===== config.mk =====
export PLATFORM = sky130hd
export DESIGN_NAME = actor_loc_ctrl_flat
export DESIGN_NICKNAME = d
export VERILOG_FILES = /design/src/rtl/actor_loc_ctrl_pkg.sv /design/src/rtl/actor_loc_ctrl_if.sv /design/src/rtl/actor_loc_ctrl_grid_step.sv /design/src/rtl/actor_loc_ctrl.sv /design/src/flat_wrapper.sv
export SDC_FILE = /design/constraint.sdc
export NUM_CORES = 1
export LEC_CHECK = 0
export ABC_AREA = 1
export CORE_UTILIZATION = 45
export CTS_CLUSTER_DIAMETER = 60
export DETAILED_ROUTE_END_ITERATION = 8
export MAX_ROUTING_LAYER = met4
export PLACE_DENSITY = 0.78
export SKIP_CTS_REPAIR_TIMING = 1
export SLEW_MARGIN = 20
export SYNTH_ARGS = -nofsm -noshare
export SYNTH_HDL_FRONTEND = slang
export SYNTH_SLANG_ARGS = --single-unit

===== constraint.sdc =====
create_clock -name CLOCK_50 -period 2.36 [get_ports CLOCK_50]
set_clock_uncertainty 0.2 [all_clocks]
set_input_delay 0.708 -clock CLOCK_50 [delete_from_list [all_inputs] [get_ports CLOCK_50]]
set_output_delay 0.708 -clock CLOCK_50 [all_outputs]
set_load 0.01 [all_outputs]

===== src/rtl/actor_loc_ctrl_pkg.sv =====
`default_nettype none
// ============================================================================
// Module      : loc_pkg
// Description : Shared types for the maze actor controllers. It holds the tile
//               encoding returned by the map lookup port, the travel
//               directions, and the move FSM state encoding.
// Revision    : 1.0 - initial release
// ============================================================================
package loc_pkg;

    typedef enum logic [1:0] {
        EMPTY = 2'd0,
        WALL  = 2'd1,
        PILL  = 2'd2,
        POWER = 2'd3
    } tile_t;

    typedef enum logic [2:0] {
        NONE  = 3'd0,
        UP    = 3'd1,
        DOWN  = 3'd2,
        LEFT  = 3'd3,
        RIGHT = 3'd4
    } dir_t;

    typedef enum logic [1:0] {
        S_IDLE  = 2'd0,
        S_REQ   = 2'd1,
        S_WAIT  = 2'd2,
        S_WRITE = 2'd3
    } loc_state_t;

endpackage : loc_pkg
`default_nettype wire


===== src/rtl/actor_loc_ctrl_if.sv =====
`default_nettype none
// ============================================================================
// Module      : actor_loc_ctrl_if
// Description : Tile-lookup and redraw handshake between an actor controller
//               (master) and the map/RAM side (slave).
//                 q_valid/q_x/q_y      : one-cycle lookup request
//                 rsp_valid/rsp_tile   : lookup result strobe
//                 wr_req/wr_ack        : redraw request level / completion
// Revision    : 1.0 - initial release
// ============================================================================
interface actor_loc_ctrl_if
    import loc_pkg::*;
#(
    parameter int X_W = 6,
    parameter int Y_W = 5
);
    logic           q_valid;
    logic [X_W-1:0] q_x;
    logic [Y_W-1:0] q_y;
    logic           rsp_valid;
    tile_t          rsp_tile;
    logic           wr_req;
    logic           wr_ack;

    modport master (
        output q_valid, q_x, q_y, wr_req,
        input  rsp_valid, rsp_tile, wr_ack
    );

    modport slave (
        input  q_valid, q_x, q_y, wr_req,
        output rsp_valid, rsp_tile, wr_ack
    );
endinterface : actor_loc_ctrl_if
`default_nettype wire


===== src/rtl/actor_loc_ctrl_grid_step.sv =====
`default_nettype none
// ============================================================================
// Module      : grid_step
// Description : Combinational neighbour-tile calculator. Given a tile (x, y)
//               and a direction it returns the adjacent tile (tx, ty). Edges
//               sit at 0 and X_MAX/Y_MAX. With WRAP=1 the edges wrap to the
//               opposite side. With WRAP=0 off_map is raised instead and
//               tx/ty stay equal to x/y.
//               Ports: x, y, dir in; tx, ty, off_map out.
// Revision    : 1.0 - initial release
// ============================================================================
module grid_step
    import loc_pkg::*;
#(
    parameter int X_W   = 6,
    parameter int Y_W   = 5,
    parameter int X_MAX = 39,
    parameter int Y_MAX = 29,
    parameter bit WRAP  = 1'b1
) (
    input  logic [X_W-1:0] x,
    input  logic [Y_W-1:0] y,
    input  dir_t           dir,
    output logic [X_W-1:0] tx,
    output logic [Y_W-1:0] ty,
    output logic           off_map
);
    localparam logic [X_W-1:0] c_x_last = X_W'(X_MAX);
    localparam logic [Y_W-1:0] c_y_last = Y_W'(Y_MAX);

    always_comb begin
        tx      = x;
        ty      = y;
        off_map = 1'b0;
        case (dir)
            UP: begin
                if (y == '0) begin
                    if (WRAP) ty = c_y_last;
                    else      off_map = 1'b1;
                end else begin
                    ty = y - Y_W'(1);
                end
            end
            DOWN: begin
                if (y == c_y_last) begin
                    if (WRAP) ty = '0;
                    else      off_map = 1'b1;
                end else begin
                    ty = y + Y_W'(1);
                end
            end
            LEFT: begin
                if (x == '0) begin
                    if (WRAP) tx = c_x_last;
                    else      off_map = 1'b1;
                end else begin
                    tx = x - X_W'(1);
                end
            end
            RIGHT: begin
                if (x == c_x_last) begin
                    if (WRAP) tx = '0;
                    else      off_map = 1'b1;
                end else begin
                    tx = x + X_W'(1);
                end
            end
            default: ;
        endcase
    end
endmodule : grid_step
`default_nettype wire


===== src/rtl/actor_loc_ctrl.sv =====
`default_nettype none
// ============================================================================
// Module      : actor_loc_ctrl
// Description : Grid-position controller for one maze actor. It buffers the
//               requested direction and keeps moving along the current
//               heading. Each move on step is a tile lookup followed by a RAM
//               redraw handshake. It counts pills and power pills eaten.
//               Ports: CLOCK_50, reset (async, active-low); up/down/left/
//               right/step requests; loc_bus lookup + redraw handshake;
//               curr/next position, heading, pill_count, power pulse, busy.
// Revision    : 1.0 - initial release
// ============================================================================
module actor_loc_ctrl
    import loc_pkg::*;
#(
    parameter int X_W     = 6,
    parameter int Y_W     = 5,
    parameter int X_MAX   = 39,
    parameter int Y_MAX   = 29,
    parameter int START_X = 20,
    parameter int START_Y = 20,
    parameter bit WRAP    = 1'b1,
    parameter int CNT_W   = 16
) (
    input  logic                 CLOCK_50,
    input  logic                 reset,
    input  logic                 up,
    input  logic                 down,
    input  logic                 left,
    input  logic                 right,
    input  logic                 step,
    actor_loc_ctrl_if.master     loc_bus,
    output logic [X_W-1:0]       curr_x,
    output logic [Y_W-1:0]       curr_y,
    output logic [X_W-1:0]       next_x,
    output logic [Y_W-1:0]       next_y,
    output dir_t                 heading,
    output logic [CNT_W-1:0]     pill_count,
    output logic                 power,
    output logic                 busy
);
    localparam logic [X_W-1:0]   c_start_x = X_W'(START_X);
    localparam logic [Y_W-1:0]   c_start_y = Y_W'(START_Y);
    localparam logic [CNT_W-1:0] c_cnt_max = '1;

    loc_state_t       r_state;
    logic [X_W-1:0]   r_curr_x, r_next_x, r_tx;
    logic [Y_W-1:0]   r_curr_y, r_next_y, r_ty;
    dir_t             r_heading, r_queued, r_try;
    tile_t            r_tile;
    logic [CNT_W-1:0] r_pill_count;
    logic             r_q_valid, r_wr_req, r_power, r_busy;

    dir_t             w_req_dir, w_sel_dir;
    logic [X_W-1:0]   w_try_x, w_head_x;
    logic [Y_W-1:0]   w_try_y, w_head_y;
    logic             w_try_off, w_head_off, w_commit;

    // Fixed-priority decode of the level direction inputs.
    always_comb begin
        w_req_dir = NONE;
        if      (up)    w_req_dir = UP;
        else if (down)  w_req_dir = DOWN;
        else if (left)  w_req_dir = LEFT;
        else if (right) w_req_dir = RIGHT;
    end

    // A buffered turn takes precedence over continuing straight.
    assign w_sel_dir = (r_queued != NONE) ? r_queued : r_heading;
    assign w_commit  = (r_state == S_WRITE) && loc_bus.wr_ack;

    // Two neighbour calculators. The heading target is needed alongside the
    // first choice so that a blocked or off-map turn can fall back to
    // travelling straight without extra cycles.
    grid_step #(
        .X_W(X_W), .Y_W(Y_W), .X_MAX(X_MAX), .Y_MAX(Y_MAX), .WRAP(WRAP)
    ) u_try_step (
        .x(r_curr_x), .y(r_curr_y), .dir(w_sel_dir),
        .tx(w_try_x), .ty(w_try_y), .off_map(w_try_off)
    );

    grid_step #(
        .X_W(X_W), .Y_W(Y_W), .X_MAX(X_MAX), .Y_MAX(Y_MAX), .WRAP(WRAP)
    ) u_head_step (
        .x(r_curr_x), .y(r_curr_y), .dir(r_heading),
        .tx(w_head_x), .ty(w_head_y), .off_map(w_head_off)
    );

    always_ff @(posedge CLOCK_50 or negedge reset) begin
        if (!reset) begin
            r_state      <= S_IDLE;
            r_curr_x     <= c_start_x;
            r_curr_y     <= c_start_y;
            r_next_x     <= c_start_x;
            r_next_y     <= c_start_y;
            r_tx         <= c_start_x;
            r_ty         <= c_start_y;
            r_heading    <= NONE;
            r_queued     <= NONE;
            r_try        <= NONE;
            r_tile       <= EMPTY;
            r_pill_count <= '0;
            r_q_valid    <= 1'b0;
            r_wr_req     <= 1'b0;
            r_power      <= 1'b0;
            r_busy       <= 1'b0;
        end else begin
            r_q_valid <= 1'b0;
            r_power   <= 1'b0;

            case (r_state)
                S_IDLE: begin
                    if (step && (w_sel_dir != NONE)) begin
                        if (!w_try_off) begin
                            r_try     <= w_sel_dir;
                            r_tx      <= w_try_x;
                            r_ty      <= w_try_y;
                            r_q_valid <= 1'b1;
                            r_busy    <= 1'b1;
                            r_state   <= S_REQ;
                        end else if ((w_sel_dir != r_heading) && (r_heading != NONE)
                                     && !w_head_off) begin
                            // Off-map turn acts as a wall: go straight instead.
                            r_try     <= r_heading;
                            r_tx      <= w_head_x;
                            r_ty      <= w_head_y;
                            r_q_valid <= 1'b1;
                            r_busy    <= 1'b1;
                            r_state   <= S_REQ;
                        end else begin
                            r_heading <= NONE;
                        end
                    end
                end

                S_REQ: begin
                    r_state <= S_WAIT;
                end

                S_WAIT: begin
                    if (loc_bus.rsp_valid) begin
                        if (loc_bus.rsp_tile == WALL) begin
                            if ((r_try != r_heading) && (r_heading != NONE) && !w_head_off) begin
                                r_try     <= r_heading;
                                r_tx      <= w_head_x;
                                r_ty      <= w_head_y;
                                r_q_valid <= 1'b1;
                                r_state   <= S_REQ;
                            end else begin
                                r_heading <= NONE;
                                r_busy    <= 1'b0;
                                r_state   <= S_IDLE;
                            end
                        end else begin
                            r_next_x <= r_tx;
                            r_next_y <= r_ty;
                            r_tile   <= loc_bus.rsp_tile;
                            r_wr_req <= 1'b1;
                            r_state  <= S_WRITE;
                        end
                    end
                end

                S_WRITE: begin
                    if (loc_bus.wr_ack) begin
                        r_curr_x  <= r_next_x;
                        r_curr_y  <= r_next_y;
                        r_heading <= r_try;
                        if (((r_tile == PILL) || (r_tile == POWER)) && (r_pill_count != c_cnt_max))
                            r_pill_count <= r_pill_count + CNT_W'(1);
                        r_power  <= (r_tile == POWER);
                        r_wr_req <= 1'b0;
                        r_busy   <= 1'b0;
                        r_state  <= S_IDLE;
                    end
                end

                default: r_state <= S_IDLE;
            endcase

            // Queue: the taken turn is consumed on commit, but a request
            // present in the same cycle is kept since it is newer.
            if (w_commit && (r_try == r_queued))
                r_queued <= NONE;
            if (w_req_dir != NONE)
                r_queued <= w_req_dir;
        end
    end

    assign loc_bus.q_valid = r_q_valid;
    assign loc_bus.q_x     = r_tx;
    assign loc_bus.q_y     = r_ty;
    assign loc_bus.wr_req  = r_wr_req;
    assign curr_x          = r_curr_x;
    assign curr_y          = r_curr_y;
    assign next_x          = r_next_x;
    assign next_y          = r_next_y;
    assign heading         = r_heading;
    assign pill_count      = r_pill_count;
    assign power           = r_power;
    assign busy            = r_busy;

endmodule : actor_loc_ctrl
`default_nettype wire


===== src/flat_wrapper.sv =====
// flat-port wrapper written by rule: the top's interface ports become plain ports
module actor_loc_ctrl_flat import loc_pkg::*;
#(
    parameter int X_W     = 6,
    parameter int Y_W     = 5,
    parameter int X_MAX   = 39,
    parameter int Y_MAX   = 29,
    parameter int START_X = 20,
    parameter int START_Y = 20,
    parameter bit WRAP    = 1'b1,
    parameter int CNT_W   = 16
)
  (CLOCK_50, reset, up, down, left, right, step, curr_x, curr_y, next_x, next_y, heading, pill_count, power, busy, loc_bus_q_valid, loc_bus_q_x, loc_bus_q_y, loc_bus_wr_req, loc_bus_rsp_valid, loc_bus_rsp_tile, loc_bus_wr_ack);
  actor_loc_ctrl_if #(.X_W(X_W), .Y_W(Y_W)) loc_bus_i ();
  input  logic CLOCK_50;
  input  logic reset;
  input  logic up;
  input  logic down;
  input  logic left;
  input  logic right;
  input  logic step;
  output logic [X_W-1:0] curr_x;
  output logic [Y_W-1:0] curr_y;
  output logic [X_W-1:0] next_x;
  output logic [Y_W-1:0] next_y;
  output dir_t heading;
  output logic [CNT_W-1:0] pill_count;
  output logic power;
  output logic busy;
  output wire logic [$bits(loc_bus_i.q_valid)-1:0] loc_bus_q_valid;
  output wire logic [$bits(loc_bus_i.q_x)-1:0] loc_bus_q_x;
  output wire logic [$bits(loc_bus_i.q_y)-1:0] loc_bus_q_y;
  output wire logic [$bits(loc_bus_i.wr_req)-1:0] loc_bus_wr_req;
  input wire logic [$bits(loc_bus_i.rsp_valid)-1:0] loc_bus_rsp_valid;
  input wire logic [$bits(loc_bus_i.rsp_tile)-1:0] loc_bus_rsp_tile;
  input wire logic [$bits(loc_bus_i.wr_ack)-1:0] loc_bus_wr_ack;
  assign loc_bus_q_valid = loc_bus_i.q_valid;
  assign loc_bus_q_x = loc_bus_i.q_x;
  assign loc_bus_q_y = loc_bus_i.q_y;
  assign loc_bus_wr_req = loc_bus_i.wr_req;
  assign loc_bus_i.rsp_valid = loc_bus_rsp_valid;
  assign loc_bus_i.rsp_tile = loc_bus_rsp_tile;
  assign loc_bus_i.wr_ack = loc_bus_wr_ack;
  actor_loc_ctrl #(.X_W(X_W), .Y_W(Y_W), .X_MAX(X_MAX), .Y_MAX(Y_MAX), .START_X(START_X), .START_Y(START_Y), .WRAP(WRAP), .CNT_W(CNT_W)) u_core (.CLOCK_50(CLOCK_50), .reset(reset), .up(up), .down(down), .left(left), .right(right), .step(step), .loc_bus(loc_bus_i), .curr_x(curr_x), .curr_y(curr_y), .next_x(next_x), .next_y(next_y), .heading(heading), .pill_count(pill_count), .power(power), .busy(busy));
endmodule

==> implementation parameters <==
Parameter                              Value

Timing
  Max Slew Vio Count ... 0
  Relative max-transition margin ... 0.6611
  Final critical delay including setup and external delays ... 2320 ps
  RSZ-0062 raised after global routing ... false
  Number of setup violations in the final report ... 0
  Share of the cycle needed by the critical path after routing ... 0.9831
  Upper clock frequency limit ... 431.0 MHz
  Final hold viol count ... 0
  Worst hold margin ... 147.1 ps
  Tightest Pin Transition ... 504.5 ps

Drt
  Post-DR vias/cell ... 5.402
  Total met2 wirelength after detailed routing ... 5213 um
  Highest layer used for signal routing ... met4
  Length of routed wiring on met1 ... 4889 um
  DRC Markers ... 0
  Vias after detailed routing ... 4224
  Antenna violation net count after detailed routing ... 0
  1st-pass router iterations ... 5
  Initial DRC count ... 303
  Overall routed net length ... 11060 um
  Wire per inst ... 14.14 um
  Wire length on met3 ... 773 um

Critical path
  Worst reg2reg endpoint ... u_core.loc_bus.q_x[2]
  Worst stage delay on the critical path ... 530 ps
  CP Capture Type ... output port
  Worst r2r src ... u_core.curr_x[0]
  Critical path's slowest cell ... sky130_fd_sc_hd__dfstp_2
  Worst setup slack for register-to-register paths ... 350 ps
  Critical path, cell by cell ... clkdlybuf4s50_1
  Worst R2R Path Depth ... 8
  Maximum fanout along the worst path ... 2
  Data arrival time at the worst-slack endpoint ... 1410 ps
  Required time worst endpoint ... 1450 ps
  Logic depth of the worst path, buffers included ... 1
  Critical path's top delay family ... flip-flops
  CP Launch Type ... register
  Worst setup path endpoint ... curr_y[4]
  Type of the worst setup path ... register to output port
  Start point of the critical path ... u_core.curr_y[4]
  Number of buffers and inverters on the critical path ... 1

Logic synthesis
  Sequential-to-total area share from yosys stat ... 0.3935
  Mapped Avg Cell Area ... 7.227 sq um
  Share of async-settable or async-resettable flops after synthesis ... 1.000
  Synth warnings ... 0
  Unique cell type count in the Yosys netlist ... 39
  Post-Syn Nets ... 604
  Number of enable flip-flop cells after synthesis ... 0
  Netlist area before placement ... 0.004235 sq mm
  Yosys reg bits ... 66
  Synth Flop Type ... sky130_fd_sc_hd__dfrtp_1
  Gate count of the mapped netlist ... 586

Floorplanning
  Placeable core area ... 0.009196 sq mm
  Initial cell density of the core ... 0.4605
  Placement row count ... 35
  IO Pins ... 67
  Total Die Area ... 0.009804 sq mm
  Y dimension of the die ... 99.02 um
  Die X ... 99.02 um

GRT
  Number of global-route vias before repair ... 4041
  Largest net degree at the start of global routing ... 67
  Initial antenna violation count ... 0
  Global routing usage summed across all routing layers ... 0.2458
  Overflow left after global routing ... 0
  First-pass GRT wire length ... 18860 um

Layout
  Most common library cell in the layout ignoring fill and taps ... sky130_fd_sc_hd__nand2_1
  Post-route standard cell area excluding fillers ... 0.005350 sq mm
  Highest-count cells in the layout ignoring fill and taps ... 172 x sky130_fd_sc_hd__nand2_1, 71 x sky130_fd_sc_hd__nand3_1, 64 x sky130_fd_sc_hd__inv_1
  Proportion of layout cells with a drive suffix above 1 ... 0.1252
  Post-layout utilization of the core ... 0.5818
  Area added between synthesis and finish ... 26.32%
  Number of nets at the end of the flow ... 684
  Antenna cells ... 0

Clocking
  Clock tree buffer depth ... 2
  CTS buffer count ... 9
  Maximum level of the CTS H-tree ... 3
  Root Buffer ... sky130_fd_sc_hd__clkbuf_8
  Insertion delay of the later-clocked pin in the worst-skew pair ... 350 ps
  Total number of clock tree sinks ... 66
  TritonCTS clock tree ... done
  Clk slew on worst S/H paths ... 80 ps

Worst hold path
  Kind of path behind the tightest hold check ... input pin to async pin

Outcome
  Result of the run ... finished, final reports clean

Run
  Max-cap viol count ... 0

Pwr
  Peak supply drop ... 689.0 uV
  Power per Cell Area ... 1247 mW/mm^2
  Leak pwr ... 2.606 nW

Place
  Cell area after placement ... 0.005085 sq mm
  Weighted congestion at the end of routability-driven global placement ... 0.9491
  Final HPWL DP ... 7966 um
  # port buffers ... 66
## area by class of cell
type	instances	area, sq um
Tap cell	111	138.9
Inverter	73	274.0
Clock inverter	6	90.09
Fill cell	822	3846
Multi-Input combinational cell	432	2205
Sequential cell	66	1677
Timing Repair Buffer	84	838.3
Clock buffer	10	127.6
## power by group
group	total [W]	internal (W)	leakage (nW)	switching [W]
sequential	0.00205	0.00161	0.812	0.000441
combinational	0.00355	0.00153	1.69	0.00202
clock	0.00107	0.000599	0.107	0.000472
total	0.00667	0.00374	2.61	0.00293
## worst min path at each step
stage	from	to	slack, ps	cells after the start
after global placement	u_core.loc_bus.q_x[2]	u_core.loc_bus.q_x[2]	280	2
after CTS	reset	u_core.pill_count[8]	160	2
after global routing	reset	u_core.pill_count[8]	170	2
final	reset	u_core.pill_count[8]	150	2
after detailed placement	u_core.loc_bus.q_y[2]	u_core.loc_bus.q_y[2]	270	2
after floorplan	reset	u_core.busy	210	0
## through the flow
step | TNS [ps] | power [W] | setup WS, ps | cells
after floorplan | 0 | 0.004167 | 326.7 | 586
after detailed placement | -1043 | 0.005531 | -133.0 | 764
after global placement | -577.3 | 0.005434 | -64.12 | 764
final | 0 | 0.006670 | 39.93 | 782
after CTS | -270.4 | 0.006645 | -81.86 | 780
after global routing | 0 | 0.007197 | 1.224 | 782
## layer usage
layer,vias up,track usage
met2,181,0.3798
met4,0,0.08726
li1,2057,-
met1,1967,0.3258
met5,-,-
met3,19,0.04184
## logic make-up (layout without fill, tap and decap cells)
group | Yosys count | in the layout | share of synthesized area
and+or+nand+nor | 333 | 333 | 0.3501
AOI/OAI and AO/OA | 62 | 62 | 0.08065
DFF | 66 | 66 | 0.3935
xor gates and xnor gates | 18 | 18 | 0.03723
adders and majority gates | 7 | 7 | 0.02068
muxes | 12 | 12 | 0.03190
buffers and inverters | 88 | 173 | 0.08597
## sequential cells by signal (all words and copies together) (netlist names), 3 cells and up
signal / cells
u_core.loc_bus.q_x: 6
u_core.curr_x: 6
u_core.r_try: 3
u_core.loc_bus.q_y: 5
u_core.pill_count: 16
u_core.heading: 3
u_core.r_queued: 3
u_core.next_y: 5
u_core.curr_y: 5
u_core.next_x: 6
## Yosys cell counts, types with 7 or more instances
master / instances / area [sq um]
sky130_fd_sc_hd__nand4_1: 15 / 93.84
sky130_fd_sc_hd__nand2_1: 172 / 645.6
sky130_fd_sc_hd__dfstp_2: 12 / 315.3
sky130_fd_sc_hd__inv_1: 64 / 240.2
sky130_fd_sc_hd__dfrtp_1: 54 / 1351
sky130_fd_sc_hd__nand3_1: 71 / 355.3
sky130_fd_sc_hd__nor3_1: 7 / 35.03
sky130_fd_sc_hd__ha_1: 7 / 87.58
sky130_fd_sc_hd__nor2_1: 48 / 180.2
sky130_fd_sc_hd__o21ai_0: 34 / 170.2
sky130_fd_sc_hd__a21oi_1: 13 / 65.06
sky130_fd_sc_hd__xnor2_1: 9 / 78.83
sky130_fd_sc_hd__xor2_1: 9 / 78.83
sky130_fd_sc_hd__o21ai_1: 7 / 35.03
sky130_fd_sc_hd__inv_2: 7 / 26.28
Power figures use the tool's default switching activity.
